===== src/rtl/inst_prefetch_buffer.sv =====
// inst_prefetch_buffer: sequential instruction prefetcher feeding decode through a small FIFO
module inst_prefetch_buffer #(
  parameter int          DEPTH     = 2,
  parameter logic [31:0] BOOT_ADDR = 32'h0000_0000
) (
  input  logic        clk_neg_i,
  input  logic        rst_neg_ni,
  input  logic        fetch_en_i,
  input  logic        redirect_i,
  input  logic [31:0] redirect_pc_i,
  output logic        iram_req_o,
  output logic [31:0] iram_addr_o,
  input  logic        iram_ack_i,
  input  logic [31:0] iram_rdata_i,
  output logic        instr_valid_o,
  output logic [31:0] instr_o,
  output logic [31:0] instr_pc_o,
  input  logic        instr_ready_i
);
  localparam int AW = $clog2(DEPTH);
  localparam int CW = AW + 1;
  logic [31:0]   fetch_pc, inflight_pc;
  logic          rst_q, inflight, drop;
  logic [AW-1:0] rd_ptr, wr_ptr;
  logic [CW-1:0] count, occ;
  logic [31:0]   data_q [DEPTH];
  logic [31:0]   pc_q   [DEPTH];
  logic          grant, pop, push;
  // occupancy counts the in-flight word so a response always has a free slot
  assign occ           = count + CW'(inflight);
  assign pop           = instr_valid_o & instr_ready_i;
  assign iram_req_o    = fetch_en_i & ~redirect_i & ~rst_q &
                         ((occ < CW'(DEPTH)) | ((occ == CW'(DEPTH)) & pop));
  assign iram_addr_o   = fetch_pc;
  assign grant         = iram_req_o & iram_ack_i;
  assign push          = inflight & ~drop & ~redirect_i;
  assign instr_valid_o = count != '0;
  assign instr_o       = data_q[rd_ptr];
  assign instr_pc_o    = pc_q[rd_ptr];
  always_ff @(posedge clk_neg_i or negedge rst_neg_ni) begin
    if (!rst_neg_ni) begin
      fetch_pc    <= BOOT_ADDR;
      inflight_pc <= '0;
      rst_q       <= 1'b1;
      inflight    <= 1'b0;
      drop        <= 1'b0;
      rd_ptr      <= '0;
      wr_ptr      <= '0;
      count       <= '0;
      for (int i = 0; i < DEPTH; i++) begin
        data_q[i] <= '0;
        pc_q[i]   <= '0;
      end
    end else begin
      rst_q    <= 1'b0;
      inflight <= grant;
      drop     <= redirect_i & grant;
      if (grant) inflight_pc <= fetch_pc;
      if (redirect_i) begin
        fetch_pc <= {redirect_pc_i[31:2], 2'b00};
        rd_ptr   <= '0;
        wr_ptr   <= '0;
        count    <= '0;
      end else begin
        if (grant) fetch_pc <= fetch_pc + 32'd4;
        if (push) begin
          data_q[wr_ptr] <= iram_rdata_i;
          pc_q[wr_ptr]   <= inflight_pc;
          wr_ptr         <= wr_ptr + AW'(1);
        end
        if (pop) rd_ptr <= rd_ptr + AW'(1);
        count <= count + CW'(push) - CW'(pop);
      end
    end
  end
  count_bound: assert property (@(posedge clk_neg_i) disable iff (!rst_neg_ni) count <= CW'(DEPTH));
endmodule

===== config.mk =====
export PLATFORM = sky130hd
export DESIGN_NAME = inst_prefetch_buffer
export DESIGN_NICKNAME = d
export VERILOG_FILES = /design/src/rtl/inst_prefetch_buffer.sv
export SDC_FILE = /design/constraint.sdc
export NUM_CORES = 1
export LEC_CHECK = 0
export CORE_MARGIN = 2
export CORE_UTILIZATION = 40
export CTS_CLUSTER_DIAMETER = 80
export CTS_CLUSTER_SIZE = 30
export DETAILED_ROUTE_END_ITERATION = 8
export PLACE_DENSITY = 0.64
export SETUP_SLACK_MARGIN = 0.15
export SYNTH_ARGS = -nofsm -noshare
export SYNTH_HDL_FRONTEND = slang
export SYNTH_SLANG_ARGS = --single-unit

===== constraint.sdc =====
create_clock -name clk_neg_i -period 2.4 [get_ports clk_neg_i]
set_input_delay 0.48 -clock clk_neg_i [delete_from_list [all_inputs] [get_ports clk_neg_i]]
set_output_delay 0.48 -clock clk_neg_i [all_outputs]
set_load 0.01 [all_outputs]

==> reports/metrics.cfg, run 1 <==
[synth]
synth-xor-area-share_pct=0.609
yosys.area_share.simple_pct=10.9
yosysWarnings=0
ys_types=53
synth_compound_area_share_pct=4.99
syn_area_sq_mm=0.00863
synth-edff-count=0
synth_seq_cells=191
synth_common_cells=dfrtp_1, mux2_2, nand2_1, o21ai_0, nand3_1
synth_seq_area_share_pct=55.4
yosys.area_share.adder_pct=0.580
ys.flop_type=dfrtp_1
muxShareOfSynthArea_pct=24.6
async_flop_share_pct=100
synth_area_leaders=dfrtp_1, mux2_2, nand2_1
syn_inst=706
synth_top_family_by_area=multiplexers
yosys.cell_count.top_type=dfrtp_1
avgSynthCellArea_sq_um=12.2
synth_top_area_share_pct=55.1
synth_top_area_cell=dfrtp_1

[cts]
numCtsBuffers=17
clk_latency_ps=430
ctsHoldBuffers=0
cts.path.max_buffers=2
cts_tree=yes
cts-root-buf=clkbuf_16
htree_levels=4
clock_sinks=191
cts.clk_slew.worst_paths_ps=70

[power]
power_frac_comb_pct=28.1
swShare_pct=28.2
clockPowerShare_pct=30.1
leakagePower_nw=5.50
p_int_mw=6.87
powerDensity_mw_per_mm2=825
peakVddDrop_mv=0.564
pwr-share-seq_pct=41.8
switchingPower_mw=2.70

[sta]
drv_slew=0
fin_hold_ws_ps=9.22
setup_tns_ps=0
finalCriticalPeriod_ps=2270
fin_crit_sh_pct=94.6
skew_ps=11.8
worstMarginPinSlew_ps=503
slew_headroom_pct=66.4
rsz0062_at_grt=true
timing.fmax_mhz=441
finalHoldViolCount=0
setup_violations=0

[global_route]
grt_pass1_vias=6094
antenna_found_initial=0
grt.total_usage_pct=18.3
grt_max_degree=59
grt_pass1_wl_um=32300
overflow=0

[drt]
postRouteWirelength_um=20600
ant_nets=0
drc=0
first_pass_iters=5
dr.first_iter.drc_count=287
vias=6110
vias_per_cell=5.12
routedWlPerCell_um=17.3

[setup_path]
rrSetupSlack_ps=260
rr_worst_depth=8
path_class=reg -> out
end_kind=output port
arrival_ps=1790
worstPathRequired_ps=1920
critPathLaunchType=flip-flop
cp_slowest_cell=dfrtp_4
worstPathMaxFanout=6
r2r-start=inflight
r2r-end=iram_addr_o[31]
crit_chain=buf_12, buf_12, buf_6, mux2_4, buf_6
cpPeakStageDelay_ps=530

[min_path]
hp-class=in -> async

[die]
die_area_sq_mm=0.0228
die_h_um=151
row_count=53
start_util_pct=40.9
top_level_ports=168
die_x_um=151
core_sq_mm=0.0211

[cells_and_area]
finish.utilization_pct=55.0
fin_nets=981
drive_gt1_share_pct=38.5
area_growth_pct=34.5
n_antenna_cell=0

[placed_design]
io_buffer_count=161
gp_congestion=0.818
dp_hpwl_um=14100

[job]
max_cap_violations=0

[outcome]
outcome=finished, final reports clean

layout by cell type, fill, tap and decap left out, types with 7 or more instances in the layout:
master and n:
nor2_1 14, o21ai_0 23, buf_2 10, o211ai_1 15, nand3_1 21, clkbuf_16 19, nand2_1 127, clkdlybuf4s50_1 96
clkbuf_2 32, o311ai_0 9, inv_1 7, buf_6 16, mux2_2 187, buf_12 19, dfrtp_1 189, buf_4 32
worst max-delay path by stage:
stage / from / end / slack, ps
floorplan: count[0] / iram_addr_o[24] / 450
global placement: instr_ready_i / iram_addr_o[13] / -80
detailed placement: instr_ready_i / iram_addr_o[11] / -100
CTS: rd_ptr / instr_pc_o[23] / 70
global route: rd_ptr / instr_pc_o[17] / 80
finish: rd_ptr / instr_pc_o[17] / 130
cell families after synthesis:
logic type               count (synthesis)
AO/OA/AOI/OAI                           63
XOR/XNOR                                 6
adder cells (fa/ha/maj)                  4
buffers and inverters                   50
flip-flops                             191
multiplexers                           189
other                                    1
AND/OR/NAND/NOR                        202
cell type report:
class / count / area [sq um]
Fill cell: 1841 / 9480
Multi-Input combinational cell: 470 / 3680
Tap cell: 275 / 344
Timing Repair Buffer: 219 / 2170
Clock buffer: 18 / 429
Inverter: 8 / 35.0
Clock inverter: 13 / 164
Sequential cell: 191 / 4780
state kept, by name, indices dropped and copies added, names as in the netlist:
register,cells
data_q,64
pc_q,60
inflight_pc,30
iram_addr_o,30
count,2
drop,1
inflight,1
rd_ptr,1
rst_q,1
wr_ptr,1
per-layer routing:
metal / wire length (um) / vias up / track usage, %
met5: 0 / - / 0
met3: 1430 / 12 / 5.24
met4: 210 / 0 / 4.67
met2: 9540 / 165 / 29.0
met1: 9470 / 3039 / 24.9
li1: - / 2894 / -
critical path, delay by kind of cell, from the launching register on:
family | cells | cell delay [ps]
multiplexers | 1 | 290
flip-flops | 1 | 530
buffers and inverters | 4 | 550
power by group through the flow:
stage,clock [mW],combinational [mW],sequential (mW)
floorplan,0,1.29,3.95
global placement,0,2.49,4.05
detailed placement,0,2.50,4.07
CTS,2.96,2.60,3.99
global route,3.09,2.93,4.06
finish,2.89,2.69,4.00
stage by stage:
stage | total power, mW | area [sq um] | worst slack, ps | instances
after floorplan | 5.25 | 8650 | 449 | 711
after global placement | 6.54 | 10900 | -75.7 | 1145
after detailed placement | 6.57 | 10900 | -101 | 1145
after CTS | 9.55 | 11600 | 65.2 | 1189
after global routing | 10.1 | 11600 | 81.0 | 1194
final | 9.58 | 11600 | 130 | 1194
what timing repair did:
| item | in CTS | in global routing |
|---|---|---|
| gates cloned | 1 | 2 |
| gates resized for setup | 149 | 86 |
| pin swaps | 1 | 1 |
| setup buffers | 12 | 3 |
| setup endpoints to repair | 74 | 73 |
(Power assumes the default switching activity.)
==> run 2, diff against run 1 <==
--- a/config.mk
+++ b/config.mk
@@ -5,7 +5,7 @@
 export SDC_FILE = /design/constraint.sdc
 export NUM_CORES = 1
 export LEC_CHECK = 0
-export CORE_MARGIN = 2
+export CORE_MARGIN = 1.5
 export CORE_UTILIZATION = 40
 export CTS_CLUSTER_DIAMETER = 80
 export CTS_CLUSTER_SIZE = 30
==> reports/metrics.cfg, run 2 (synthesis results as in run 1) <==
[outcome]
outcome=finished, final reports clean

[cells_and_area]
largest_register_ffs=64  ; unchanged
final_common_cell=dfrtp_1
instances_no_fill=1187  ; -0.59%
fill_cells=1866  ; +1.4%
area_growth_pct=35.0
drive_gt1_share_pct=37.0  ; -1.6 points
finish.utilization_pct=55.3  ; +0.23 points
top_register=data_q
n_antenna_cell=0  ; unchanged
fin_nets=973  ; -0.82%
final_cell_mix=dfrtp_1, mux2_2, nand2_1, clkdlybuf4s50_1, buf_6
ff_latch_area_sq_mm=0.00478  ; unchanged
multi_input_area_sq_mm=0.00367  ; -0.31%
largest_registers=data_q (64), pc_q (60)
design_area_sq_mm=0.0117  ; +0.42%

[global_route]
overflow=0  ; unchanged
grt.total_usage_pct=18.8  ; +0.45 points
antenna_found_initial=0  ; unchanged
grt_pass1_vias=6070  ; -0.39%
grt_max_degree=58  ; -1.7%
grt_pass1_wl_um=32600  ; +1.0%

[setup_path]
path_class=reg -> out
end_kind=output port
cpPeakStageDelay_ps=530  ; about the same
arrival_ps=1810  ; +20 ps
cp_slowest_cell=dfrtp_4
worstPathMaxFanout=9  ; +3
worstPathRequired_ps=1920  ; about the same
crit_chain=buf_4, buf_12, mux2_2, dlygate4sd2_1
critPathLaunchType=flip-flop

[power]
powerDensity_mw_per_mm2=830  ; +0.54%
leakagePower_nw=5.50  ; about the same
totalPowerFinal_mw=9.67  ; +0.96%
peakVddDrop_mv=0.488  ; -13%

[die]
core_sq_mm=0.0211  ; unchanged
die_area_sq_mm=0.0225  ; -1.3%
die_x_um=150  ; -0.66%
start_util_pct=40.9  ; unchanged
top_level_ports=168  ; unchanged
row_count=53  ; unchanged
die_h_um=150  ; -0.66%

[drt]
dr.first_iter.drc_count=251  ; -13%
routedWlPerCell_um=17.6  ; +1.6%
vias_per_cell=5.10  ; -0.37%
ant_nets=0  ; unchanged
postRouteWirelength_um=20900  ; +1.0%
drc=0  ; unchanged
vias=6052  ; -0.95%
first_pass_iters=4  ; -1

[sta]
drv_slew=0  ; unchanged
finalCriticalPeriod_ps=2290  ; +22.3 ps
skew_ps=9.06  ; -2.70 ps
timing.fmax_mhz=436  ; -0.97%
fin_crit_sh_pct=95.5  ; +0.93 points
fin_ws_ps=108  ; -22.3 ps
finalHoldViolCount=0  ; unchanged
setup_violations=0  ; unchanged
rsz0062_at_grt=true

[cts]
cts.clk_slew.worst_paths_ps=70  ; about the same
clock_sinks=191  ; unchanged
htree_levels=4  ; unchanged
numCtsBuffers=17  ; unchanged
cts.path.max_buffers=2  ; unchanged
clk_latency_ps=420  ; about the same
cts_tree=yes
cts-root-buf=clkbuf_16

[placed_design]
dpl_cell_area_sq_mm=0.0108  ; -0.64%
dp_hpwl_um=14100  ; about the same
io_buffer_count=161  ; unchanged
pre_cts_slack_ps=-124  ; -22.8 ps
gp_congestion=0.811  ; -0.84%
dp_cells=1144  ; -0.087%

[job]
max_cap_violations=0  ; unchanged

[min_path]
hp-class=in -> async

## run 2: layout make-up
class                      count  area share [%]
clock buffer                  20            3.92
timing repair buffer         211            19.1
sequential                   191            41.1
clock inverter                12            1.15
multi-input combinational    470            31.5
inverter                       8           0.279
tap                          275            2.95
## run 2: critical path: cells and delay by family, from the launching register on
family   cells  cell delay (ps)
mux          1              280
buf+inv      3              590
flops        1              530
## run 2: path summary, 6_finish.rpt
check | startpoint | to | depth (start not counted) | slack, ps
setup / recovery | rd_ptr | instr_pc_o[4] | 4 | 110
hold / removal | rst_neg_ni | count[0] | 1 | 8
setup reg to reg | count[0] | iram_addr_o[13] | 9 | 280
hold reg to reg | inflight_pc[15] | inflight_pc[15] | 2 | 500
max in group asynchronous | rst_neg_ni | data_q[61] | 2 | 1700
min in group clk_neg_i | inflight_pc[15] | inflight_pc[15] | 2 | 500
## run 2: through the flow
| stage | TNS (ps) | hold slack, ps |
|---|---|---|
| 2_1_floorplan | 0 | 184 |
| 3_3_place_gp | -559 | 482 |
| 3_5_place_dp | -955 | 477 |
| 4_1_cts | 0 | 15.4 |
| 5_1_grt | 0 | 33.4 |
| 6_report | 0 | 7.92 |
## run 2: timing repair
| item | in CTS | in global routing |
|---|---|---|
| setup endpoints to repair | 74 | 49 |
| hold buffers | 0 | 0 |
| setup buffers | 4 | 3 |
| resized for setup | 219 | 46 |
| pin swaps | 0 | 1 |
| cloned | 2 | 2 |
## run 2: power breakdown
group	total, mW	switching, mW	leakage [nW]	internal [mW]
logic	2.83	1.16	2.70	1.68
registers	4.00	0.333	2.52	3.67
clock network	2.84	1.24	0.287	1.60
## run 2: layer usage
metal | vias up | routed length, um | global-route usage [%]
met3 | 12 | 1250 | 5.67
li1 | 2871 | - | -
met2 | 144 | 9950 | 29.7
met1 | 3025 | 9450 | 25.0
met5 | - | 0 | 0
met4 | 0 | 216 | 4.90
